### config.mk
export PLATFORM = sky130hd
export DESIGN_NAME = boot_run_ctrl_flat
export DESIGN_NICKNAME = d
export VERILOG_FILES = /design/src/rtl/boot_run_pkg.sv /design/src/rtl/boot_run_ctrl_if.sv /design/src/rtl/halt_detector.sv /design/src/rtl/boot_run_ctrl.sv /design/src/flat_wrapper.sv
export SDC_FILE = /design/constraint.sdc
export NUM_CORES = 1
export LEC_CHECK = 0
export CORE_AREA = 3 3 140 142
export DETAILED_ROUTE_END_ITERATION = 12
export DIE_AREA = 0 0 143 145
export PLACE_DENSITY = 0.85
export SYNTH_ARGS = -nofsm -noshare
export SYNTH_HDL_FRONTEND = slang
export SYNTH_SLANG_ARGS = --single-unit
### constraint.sdc
create_clock -name clk -period 7.9 [get_ports clk]
set_input_delay 1.58 -clock clk [delete_from_list [all_inputs] [get_ports clk]]
set_output_delay 1.58 -clock clk [all_outputs]
set_load 0.02 [all_outputs]
### src/rtl/boot_run_pkg.sv
// Shared types and default widths for the boot/run supervisor.
package boot_run_pkg;

    typedef enum logic [2:0] {
        IDLE,
        LOAD,
        RUN,
        READ,
        DONE
    } state_t;

    localparam logic TGT_IM = 1'b0;
    localparam logic TGT_DM = 1'b1;

    localparam int DEF_ADDR_W      = 7;
    localparam int DEF_DATA_W      = 32;
    localparam int DEF_CYC_W       = 16;
    localparam int DEF_HALT_REPEAT = 4;
    localparam int HALT_CNT_W      = 4;

endpackage

### src/rtl/boot_run_ctrl_if.sv
// Program load stream: one beat per valid&ready, steered to IM or DM.
interface boot_run_ctrl_if
    import boot_run_pkg::*;
#(
    parameter int DATA_W = DEF_DATA_W
) ();

    logic              ld_valid;
    logic              ld_ready;
    logic              ld_target;
    logic              ld_last;
    logic [DATA_W-1:0] ld_data;

    modport master (
        output ld_valid,
        output ld_target,
        output ld_last,
        output ld_data,
        input  ld_ready
    );

    modport slave (
        input  ld_valid,
        input  ld_target,
        input  ld_last,
        input  ld_data,
        output ld_ready
    );

endinterface

### src/rtl/halt_detector.sv
// Flags a halted CPU once the same PC has been seen on HALT_REPEAT consecutive enabled cycles.
module halt_detector
    import boot_run_pkg::*;
#(
    parameter int PC_W        = DEF_DATA_W,
    parameter int HALT_REPEAT = DEF_HALT_REPEAT
) (
    input  logic            clk,
    input  logic            rst_n,
    input  logic            enable_i,
    input  logic [PC_W-1:0] pc_i,
    output logic            halt_o
);

    logic [PC_W-1:0]       prev_q;
    logic                  prev_vld_q;
    logic [HALT_CNT_W-1:0] eq_cnt_q;
    logic                  same;

    // eq_cnt_q counts consecutive equal comparisons; HALT_REPEAT samples need HALT_REPEAT-1 of them.
    assign same   = prev_vld_q && (pc_i == prev_q);
    assign halt_o = enable_i && same && (eq_cnt_q >= HALT_CNT_W'(HALT_REPEAT - 2));

    always_ff @(posedge clk or negedge rst_n) begin
        if (!rst_n) begin
            prev_q     <= '0;
            prev_vld_q <= 1'b0;
            eq_cnt_q   <= '0;
        end else if (!enable_i) begin
            prev_vld_q <= 1'b0;
            eq_cnt_q   <= '0;
        end else begin
            prev_q     <= pc_i;
            prev_vld_q <= 1'b1;
            if (!same)
                eq_cnt_q <= '0;
            else if (eq_cnt_q != {HALT_CNT_W{1'b1}})
                eq_cnt_q <= eq_cnt_q + HALT_CNT_W'(1);
        end
    end

endmodule

### src/rtl/boot_run_ctrl.sv
// Program loader and run supervisor for the pipelined MIPS core.
// Defining TRACE_EN adds a registered per-cycle PC trace during RUN.
module boot_run_ctrl
    import boot_run_pkg::*;
#(
    parameter int ADDR_W      = DEF_ADDR_W,
    parameter int DATA_W      = DEF_DATA_W,
    parameter int CYC_W       = DEF_CYC_W,
    parameter int HALT_REPEAT = DEF_HALT_REPEAT
) (
    input  logic              clk,
    input  logic              rst_n,
    boot_run_ctrl_if.slave    ld,
    input  logic              start_i,
    output logic              im_we_o,
    output logic [ADDR_W-1:0] im_addr_o,
    output logic [DATA_W-1:0] im_wdata_o,
    output logic              dm_we_o,
    output logic [ADDR_W-1:0] dm_addr_o,
    output logic [DATA_W-1:0] dm_wdata_o,
    output logic [ADDR_W-1:0] dm_raddr_o,
    input  logic [DATA_W-1:0] dm_rdata_i,
    output logic              cpu_rst_o,
    input  logic [DATA_W-1:0] cpu_pc_i,
    input  logic [CYC_W-1:0]  cycle_limit_i,
    input  logic [ADDR_W-1:0] result_addr_i,
    output logic              busy_o,
    output logic              done_o,
    output logic              timeout_o,
    output logic              load_err_o,
    output logic [CYC_W-1:0]  cycles_o,
    output logic [DATA_W-1:0] result_o,
    output logic              trace_valid_o,
    output logic [DATA_W-1:0] trace_pc_o
);

    // state | meaning
    // IDLE  | after reset, CPU held, waiting for start
    // LOAD  | accepting load beats into IM/DM, CPU held
    // RUN   | CPU released, counting cycles, watching for halt/limit
    // READ  | CPU held, result word read from DM (one wait cycle)
    // DONE  | result/cycles/timeout held, waiting for start

    localparam int CNT_W = ADDR_W + 1;

    state_t             state_q;
    logic [CNT_W-1:0]   im_cnt_q, dm_cnt_q;
    logic               im_we_q, dm_we_q;
    logic [ADDR_W-1:0]  im_addr_q, dm_addr_q, dm_raddr_q;
    logic [DATA_W-1:0]  im_wdata_q, dm_wdata_q, result_q;
    logic               ld_ready_q, cpu_rst_q, busy_q, done_q;
    logic               timeout_q, load_err_q, rd_wait_q;
    logic [CYC_W-1:0]   cycles_q, cycles_d;
    logic               beat, halt, limit_hit;

    assign beat      = ld.ld_valid && ld_ready_q;
    assign cycles_d  = (&cycles_q) ? cycles_q : cycles_q + CYC_W'(1);
    assign limit_hit = (cycle_limit_i != '0) && (cycles_d == cycle_limit_i);

    halt_detector #(
        .PC_W        (DATA_W),
        .HALT_REPEAT (HALT_REPEAT)
    ) u_halt (
        .clk      (clk),
        .rst_n    (rst_n),
        .enable_i (state_q == RUN),
        .pc_i     (cpu_pc_i),
        .halt_o   (halt)
    );

    always_ff @(posedge clk or negedge rst_n) begin
        if (!rst_n) begin
            state_q    <= IDLE;
            im_cnt_q   <= '0;
            dm_cnt_q   <= '0;
            im_we_q    <= 1'b0;
            dm_we_q    <= 1'b0;
            im_addr_q  <= '0;
            dm_addr_q  <= '0;
            dm_raddr_q <= '0;
            im_wdata_q <= '0;
            dm_wdata_q <= '0;
            result_q   <= '0;
            ld_ready_q <= 1'b0;
            cpu_rst_q  <= 1'b1;
            busy_q     <= 1'b0;
            done_q     <= 1'b0;
            timeout_q  <= 1'b0;
            load_err_q <= 1'b0;
            rd_wait_q  <= 1'b0;
            cycles_q   <= '0;
        end else begin
            im_we_q <= 1'b0;
            dm_we_q <= 1'b0;
            case (state_q)
                IDLE, DONE: begin
                    if (start_i) begin
                        state_q    <= LOAD;
                        im_cnt_q   <= '0;
                        dm_cnt_q   <= '0;
                        cycles_q   <= '0;
                        timeout_q  <= 1'b0;
                        load_err_q <= 1'b0;
                        result_q   <= '0;
                        ld_ready_q <= 1'b1;
                        busy_q     <= 1'b1;
                        done_q     <= 1'b0;
                    end
                end
                LOAD: begin
                    if (beat) begin
                        // Counter MSB set means the target is full: accept and drop the beat.
                        if (ld.ld_target == TGT_IM) begin
                            if (!im_cnt_q[ADDR_W]) begin
                                im_we_q    <= 1'b1;
                                im_addr_q  <= im_cnt_q[ADDR_W-1:0];
                                im_wdata_q <= ld.ld_data;
                                im_cnt_q   <= im_cnt_q + CNT_W'(1);
                            end else begin
                                load_err_q <= 1'b1;
                            end
                        end else begin
                            if (!dm_cnt_q[ADDR_W]) begin
                                dm_we_q    <= 1'b1;
                                dm_addr_q  <= dm_cnt_q[ADDR_W-1:0];
                                dm_wdata_q <= ld.ld_data;
                                dm_cnt_q   <= dm_cnt_q + CNT_W'(1);
                            end else begin
                                load_err_q <= 1'b1;
                            end
                        end
                        if (ld.ld_last) begin
                            state_q    <= RUN;
                            ld_ready_q <= 1'b0;
                            cpu_rst_q  <= 1'b0;
                        end
                    end
                end
                RUN: begin
                    cycles_q <= cycles_d;
                    if (halt || limit_hit) begin
                        state_q    <= READ;
                        timeout_q  <= !halt;
                        cpu_rst_q  <= 1'b1;
                        dm_raddr_q <= result_addr_i;
                        rd_wait_q  <= 1'b1;
                    end
                end
                READ: begin
                    if (rd_wait_q) begin
                        rd_wait_q <= 1'b0;
                    end else begin
                        result_q <= dm_rdata_i;
                        state_q  <= DONE;
                        busy_q   <= 1'b0;
                        done_q   <= 1'b1;
                    end
                end
                default: state_q <= IDLE;
            endcase
        end
    end

    assign ld.ld_ready = ld_ready_q;
    assign im_we_o     = im_we_q;
    assign im_addr_o   = im_addr_q;
    assign im_wdata_o  = im_wdata_q;
    assign dm_we_o     = dm_we_q;
    assign dm_addr_o   = dm_addr_q;
    assign dm_wdata_o  = dm_wdata_q;
    assign dm_raddr_o  = dm_raddr_q;
    assign cpu_rst_o   = cpu_rst_q;
    assign busy_o      = busy_q;
    assign done_o      = done_q;
    assign timeout_o   = timeout_q;
    assign load_err_o  = load_err_q;
    assign cycles_o    = cycles_q;
    assign result_o    = result_q;

`ifdef TRACE_EN
    logic              trace_valid_q;
    logic [DATA_W-1:0] trace_pc_q;

    always_ff @(posedge clk or negedge rst_n) begin
        if (!rst_n) begin
            trace_valid_q <= 1'b0;
            trace_pc_q    <= '0;
        end else begin
            trace_valid_q <= (state_q == RUN);
            trace_pc_q    <= (state_q == RUN) ? cpu_pc_i : '0;
        end
    end

    assign trace_valid_o = trace_valid_q;
    assign trace_pc_o    = trace_pc_q;
`else
    assign trace_valid_o = 1'b0;
    assign trace_pc_o    = '0;
`endif

endmodule

### src/flat_wrapper.sv
// flat-port wrapper written by rule: the top's interface ports become plain ports
module boot_run_ctrl_flat import boot_run_pkg::*;
#(
    parameter int ADDR_W      = DEF_ADDR_W,
    parameter int DATA_W      = DEF_DATA_W,
    parameter int CYC_W       = DEF_CYC_W,
    parameter int HALT_REPEAT = DEF_HALT_REPEAT
)
  (clk, rst_n, start_i, im_we_o, im_addr_o, im_wdata_o, dm_we_o, dm_addr_o, dm_wdata_o, dm_raddr_o, dm_rdata_i, cpu_rst_o, cpu_pc_i, cycle_limit_i, result_addr_i, busy_o, done_o, timeout_o, load_err_o, cycles_o, result_o, trace_valid_o, trace_pc_o, ld_ld_valid, ld_ld_target, ld_ld_last, ld_ld_data, ld_ld_ready);
  boot_run_ctrl_if #(.DATA_W(DATA_W)) ld_i ();
  input  logic clk;
  input  logic rst_n;
  input  logic start_i;
  output logic im_we_o;
  output logic [ADDR_W-1:0] im_addr_o;
  output logic [DATA_W-1:0] im_wdata_o;
  output logic dm_we_o;
  output logic [ADDR_W-1:0] dm_addr_o;
  output logic [DATA_W-1:0] dm_wdata_o;
  output logic [ADDR_W-1:0] dm_raddr_o;
  input  logic [DATA_W-1:0] dm_rdata_i;
  output logic cpu_rst_o;
  input  logic [DATA_W-1:0] cpu_pc_i;
  input  logic [CYC_W-1:0] cycle_limit_i;
  input  logic [ADDR_W-1:0] result_addr_i;
  output logic busy_o;
  output logic done_o;
  output logic timeout_o;
  output logic load_err_o;
  output logic [CYC_W-1:0] cycles_o;
  output logic [DATA_W-1:0] result_o;
  output logic trace_valid_o;
  output logic [DATA_W-1:0] trace_pc_o;
  input wire logic [$bits(ld_i.ld_valid)-1:0] ld_ld_valid;
  input wire logic [$bits(ld_i.ld_target)-1:0] ld_ld_target;
  input wire logic [$bits(ld_i.ld_last)-1:0] ld_ld_last;
  input wire logic [$bits(ld_i.ld_data)-1:0] ld_ld_data;
  output wire logic [$bits(ld_i.ld_ready)-1:0] ld_ld_ready;
  assign ld_i.ld_valid = ld_ld_valid;
  assign ld_i.ld_target = ld_ld_target;
  assign ld_i.ld_last = ld_ld_last;
  assign ld_i.ld_data = ld_ld_data;
  assign ld_ld_ready = ld_i.ld_ready;
  boot_run_ctrl #(.ADDR_W(ADDR_W), .DATA_W(DATA_W), .CYC_W(CYC_W), .HALT_REPEAT(HALT_REPEAT)) u_core (.clk(clk), .rst_n(rst_n), .ld(ld_i), .start_i(start_i), .im_we_o(im_we_o), .im_addr_o(im_addr_o), .im_wdata_o(im_wdata_o), .dm_we_o(dm_we_o), .dm_addr_o(dm_addr_o), .dm_wdata_o(dm_wdata_o), .dm_raddr_o(dm_raddr_o), .dm_rdata_i(dm_rdata_i), .cpu_rst_o(cpu_rst_o), .cpu_pc_i(cpu_pc_i), .cycle_limit_i(cycle_limit_i), .result_addr_i(result_addr_i), .busy_o(busy_o), .done_o(done_o), .timeout_o(timeout_o), .load_err_o(load_err_o), .cycles_o(cycles_o), .result_o(result_o), .trace_valid_o(trace_valid_o), .trace_pc_o(trace_pc_o));
endmodule
# == Word level (Yosys, flattened, before mapping) ==
# Cells that the tools add are included.
# totals
ff_bits,198
in_bits,125
out_inout_bits,174
wordCells,134
# classes
addsub,4
magnitude_cmp,1
n_eq_ne,19
n_mux,52
n_bitwise,3
reduce_logical,31
# op_table
op,count
two-way mux 32 bit,2
one-hot mux 32 bit (2 select lines),1
two-way mux 8 bit,7
== test 32 bit,1
two-way mux 16 bit,2
one-hot mux 16 bit (2 select lines),1
one-hot mux 8 bit (2 select lines),2
AND reduction 4 bit,6
two-way mux 1 bit,21
AND reduction 5 bit,4
"adder 16 x 1 -> 16 bit, second input constant",1
"adder 8 x 1 -> 8 bit, second input constant",2
== test 16 bit,1
AND reduction 16 bit,1
nonzero test 16 bit,1
two-way mux 3 bit,5
"!= test 2 bit, second input constant",7
one-hot mux 1 bit (2 select lines),7
two-way mux 4 bit,3
one-hot mux 3 bit (4 select lines),1
nonzero test 2 bit,5
"!= test 3 x 2 -> 1 bit, second input constant",3
"== test 3 x 2 -> 1 bit, second input constant",2
AND reduction 2 bit,3
13 further kinds,21

# == Depth between registers and ports, before layout ==
# logic_depth
ltp_word,7
ltp_mapped,11
depth_no_buf,9

# == By module ==
# A second synthesis with hierarchy kept.
# unflattened
cells_unflattened,961
hier_area_um2,9575.4
# modules_own_cells
mod,instances,cells_per_inst,area_each_um2,seq_area_each_um2
boot_run_ctrl,1,809,7733.7,4030.1
halt_detector,1,152,1841.8,925.9

# == Least setup slack after synthesis ==
# No wires, ideal clock.
# synth_path
kind,input to register
from,input port cpu_pc_i[28]
to,register u_core.timeout_q (netlist: u_core.timeout_o)
setup_ps,122
t_arrival_ps,3216
required_time_ps,7778
setup_slack_ps,4562
cell_stages,9
n_path_buf,1
cell_sequence,xnor2_1 -> nand2_1 -> or3b_2 -> nor4_1 -> nand4_1 -> clkbuf_1 -> nand2_1 -> nand2_1 -> o2bb2ai_1
# synth_via
elab_chain_len,7
elab_cells_between_ends,10
# synth_rtl
item,line_no,rtl
"start, declared",flat_wrapper.sv:23,input logic [DATA_W-1:0] cpu_pc_i;
== test 32 bit *,halt_detector.sv:21,assign same = prev_vld_q && (pc_i == prev_q);
logical AND 1 bit *,halt_detector.sv:21,
logical AND 1 bit * (2 in a row),halt_detector.sv:22,assign halt_o = enable_i && same && (eq_cnt_q >= HALT_CNT_W'(HALT_REPEAT - 2));
zero test 1 bit or logical OR 1 bit (tied branches),"boot_run_ctrl.sv:143, boot_run_ctrl.sv:141",
two-way mux 1 bit or != test 2 x 1 -> 1 bit (tied branches),n/a,
one-hot mux 1 bit (2 select lines) or AND reduction 3 bit (tied branches),n/a,
"end signal, assigned",boot_run_ctrl.sv:143,timeout_q <= !halt;
"end, declared",boot_run_ctrl.sv:52,"logic timeout_q, load_err_q, rd_wait_q;"
# Every way passes the cells marked *; elsewhere a longest branch is shown, timed or not. The select of a mux whose other input is x is not followed.
# A chain may end at the register's enable or synchronous reset.

# == Final worst setup path ==
# layout_path
from,input port cpu_pc_i[10]
to,register u_core.dm_raddr_q[5] (netlist: u_core.dm_raddr_o[5])
# layout_via
elab_chain_len,6
# layout_rtl
item,line_no,rtl
== test 32 bit,halt_detector.sv:21,
logical AND 1 bit,halt_detector.sv:21,
logical AND 1 bit (2 in a row),halt_detector.sv:22,
logical OR 1 bit,boot_run_ctrl.sv:141,if (halt || limit_hit) begin
AND reduction 2 bit (no source line),n/a,
"end signal, assigned",boot_run_ctrl.sv:145,dm_raddr_q <= result_addr_i;
"end, declared",boot_run_ctrl.sv:49,"logic [ADDR_W-1:0] im_addr_q, dm_addr_q, dm_raddr_q;"
# Every way passes these cells.

==> metrics.txt <==
Primary FF master, synth=dfrtp_1; Fill cells=1,331; Slew Limit Fails=0; cts bufs inserted=17; post-cts repair resize count=0; Finished Cell Area=12,730 um^2; post-DR wirelength/cell=~19 um; worst setup path class=in2reg; Mapped Cells=873; fin nets=about 1,300; cell area after synthesis=9399 um^2; Initial Utilization=50.59%; Die Ht=145 um; CTS max path bufs=2; fraction of layout cells with a size suffix above 1=12.42%; num rows=50; pin count of the biggest net entering global routing=76; status=finished, final reports clean; LEAKAGE=5.646 nW; diode count=0; DRC=0; RSZ-0062 raised after global routing=no; CP arrival=around 4.3 ns; relative slew slack=32.53%; Hold WC Path Type=reg2reg; Multi-input gate area=4104 um^2; io pins=approximately 300; overall routing resource usage=24.79%; buffers inserted by post-CTS timing repair=0; die width=143 um; DP HPWL=18.04 mm; post-synthesis sequential area ratio=between 50% and 60%; clk_skew=0.01217 ns; post-route insts no fill=1,369; TritonCTS clock tree=built; async set-reset flop share out of synthesis=100.0%; Worst setup SP type=input pin; Post-Syn Area per Cell=approximately 11 um^2; hold_ws=between 0.4 and 0.5 ns; clock insertion delay at the later pin of the skew report=approximately 0.43 ns; port bufs=265; placed cell area=12,120 um^2; gr ovfl total=0; critical-path maximum fanout=17; Crit. End Element=flop; final wirelength=between 20 and 30 mm; Final Core Density=between 60 and 70%; clk slew on worst S/H paths=around 0.080 ns; 1st-iter DRT viols=374; Peak Freq=0.2514 GHz; CTS root buf=clkbuf_16; setup TNS=0 ns; via count=7,621; Placed Instances=1,337; 1st-pass router iterations=5; first-pass GRT wire length=40.88 mm; H-tree levels=4; DRT antenna net count=0; vias in the first global route=7,753; Pwr per Cell Area=162.7 nW/um^2; Tightest Pin Transition=1.012 ns; routability cong.=around 0.93; via/cell ratio=between 5 and 6; minimum clock period=3.977 ns; Post-synth EDFFs=0; post-synth cell types=64; Worst EP required=a little over 8 ns; Core Area=between 15,000 and 20,000 um^2; Hold-fix buffers, CTS=0; area delta synth->final=35.44%; Final period util=50.34%; # setup viols final=0; Synth Warn #=0; FF+latch count, synth=roughly 200; Hold Vio Cnt, Final=0; VDD IR max=142.7 uV; antenna violations before repair=0; clk sink count=a little under 200; max-cap violations=0; Die Area=20,740 um^2; FF/Latch Area=4956 um^2
## path summary, 6_finish.rpt
path	start	endpoint	slack, ns	cells after the start
worst max-delay path	cpu_pc_i[10]	u_core.dm_raddr_o[5]	3.92	9
worst min register to register	u_core.done_o	u_core.done_o	0.49	1
max in group asynchronous	rst_n	u_core.result_o[6]	5.41	2
worst min-delay path	u_core.done_o	u_core.done_o	0.49	1
worst max register to register	u_core.cycles_o[4]	u_core.dm_raddr_o[4]	4.83	7
min in group asynchronous	rst_n	u_core.result_o[14]	1.15	1
## critical path, stage by stage
cell and delay (ns):
clkdlybuf4s50_1 0.44, xnor2_1 0.25, nand2_1 0.07, or3b_2 0.44
nor4_1 0.23, nand4_1 0.60, nand2_1 0.31, o221ai_1 0.14
or2_1 0.24
## metrics by stage
step,setup WS (ns),total power [mW]
6_report,3.923,2.071
5_1_grt,3.729,2.140
4_1_cts,3.929,2.086
3_5_place_dp,3.477,1.187
3_3_place_gp,3.579,1.185
2_1_floorplan,4.562,1.096
## registers in the layout, indices dropped and copies added, names as in the netlist, 3 cells and up
signal                  flops
u_core.im_cnt_q             8
u_core.u_halt.eq_cnt_q      4
u_core.u_halt.prev_q       32
u_core.state_q              3
u_core.im_addr_o            7
u_core.dm_addr_o            7
u_core.cycles_o            16
u_core.dm_cnt_q             8
u_core.dm_raddr_o           7
u_core.im_wdata_o          32
u_core.result_o            32
u_core.dm_wdata_o          32
## power by group
group	switching [mW]	leakage, nW	total (mW)	internal [mW]
registers	0.00432	2.49	1.02	1.01
logic	0.0744	2.86	0.148	0.0739
clock network	0.422	0.297	0.904	0.482
## layout make-up
class / instances / area share (%)
flip-flops and latches: 198 / 38.93
repair buffers: 274 / 21.40
inverters: 11 / 0.3244
clock buffers: 17 / 3.342
well taps: 234 / 2.300
multi-input cells: 620 / 32.24
clock inverters: 15 / 1.465
## layer usage
metal / GRT usage [%] / wire, um
met4: 6.606 / 470
met2: 41.54 / 12920
met1: 30.44 / 9972
met5: 0 / 0
met3: 8.635 / 2270
## cell usage after synthesis, types with 11 or more instances
library cell  instances  area share (%)
a22o_1               33             3.1
nand2_1             165             6.6
mux2_2               81             9.7
nor2_1               43             1.7
buf_4                35             2.8
xor2_1               28             2.6
nor3_1               14            0.75
clkbuf_1             25             1.0
xnor2_1              32             3.0
inv_1                11            0.44
nand4_1              18             1.2
o21ai_0              16            0.85
a21oi_1              23             1.2
dfrtp_1             197              52
nand3_1              21             1.1
## cells in the final DEF, fill, tap and decap left out, drive strengths merged, types with 16 or more instances in the layout
cell,instances
a21oi,23
a22o,33
clkbuf,18
clkdlybuf4s50,264
conb,33
dfrtp,197
inv,18
mux2,81
nand2,165
nand3,22
nand4,20
nor2,43
o21ai,16
xnor2,32
xor2,28
## logic make-up (layout without fill, tap and decap cells)
| logic type | count (synthesis) | in the layout | share of synthesized area (%) |
|---|---|---|---|
| other | 1 | 33 | 0.03990 |
| AO/OA/AOI/OAI | 115 | 115 | 8.879 |
| AND/OR/NAND/NOR | 315 | 315 | 16.01 |
| adder cells (fa/ha/maj) | 5 | 5 | 0.6656 |
| buffers and inverters | 87 | 317 | 5.072 |
| flip-flops | 198 | 198 | 52.73 |
| XOR/XNOR | 61 | 61 | 5.831 |
| multiplexers | 91 | 91 | 10.77 |
Note: power is estimated with default switching activity, not from simulation.
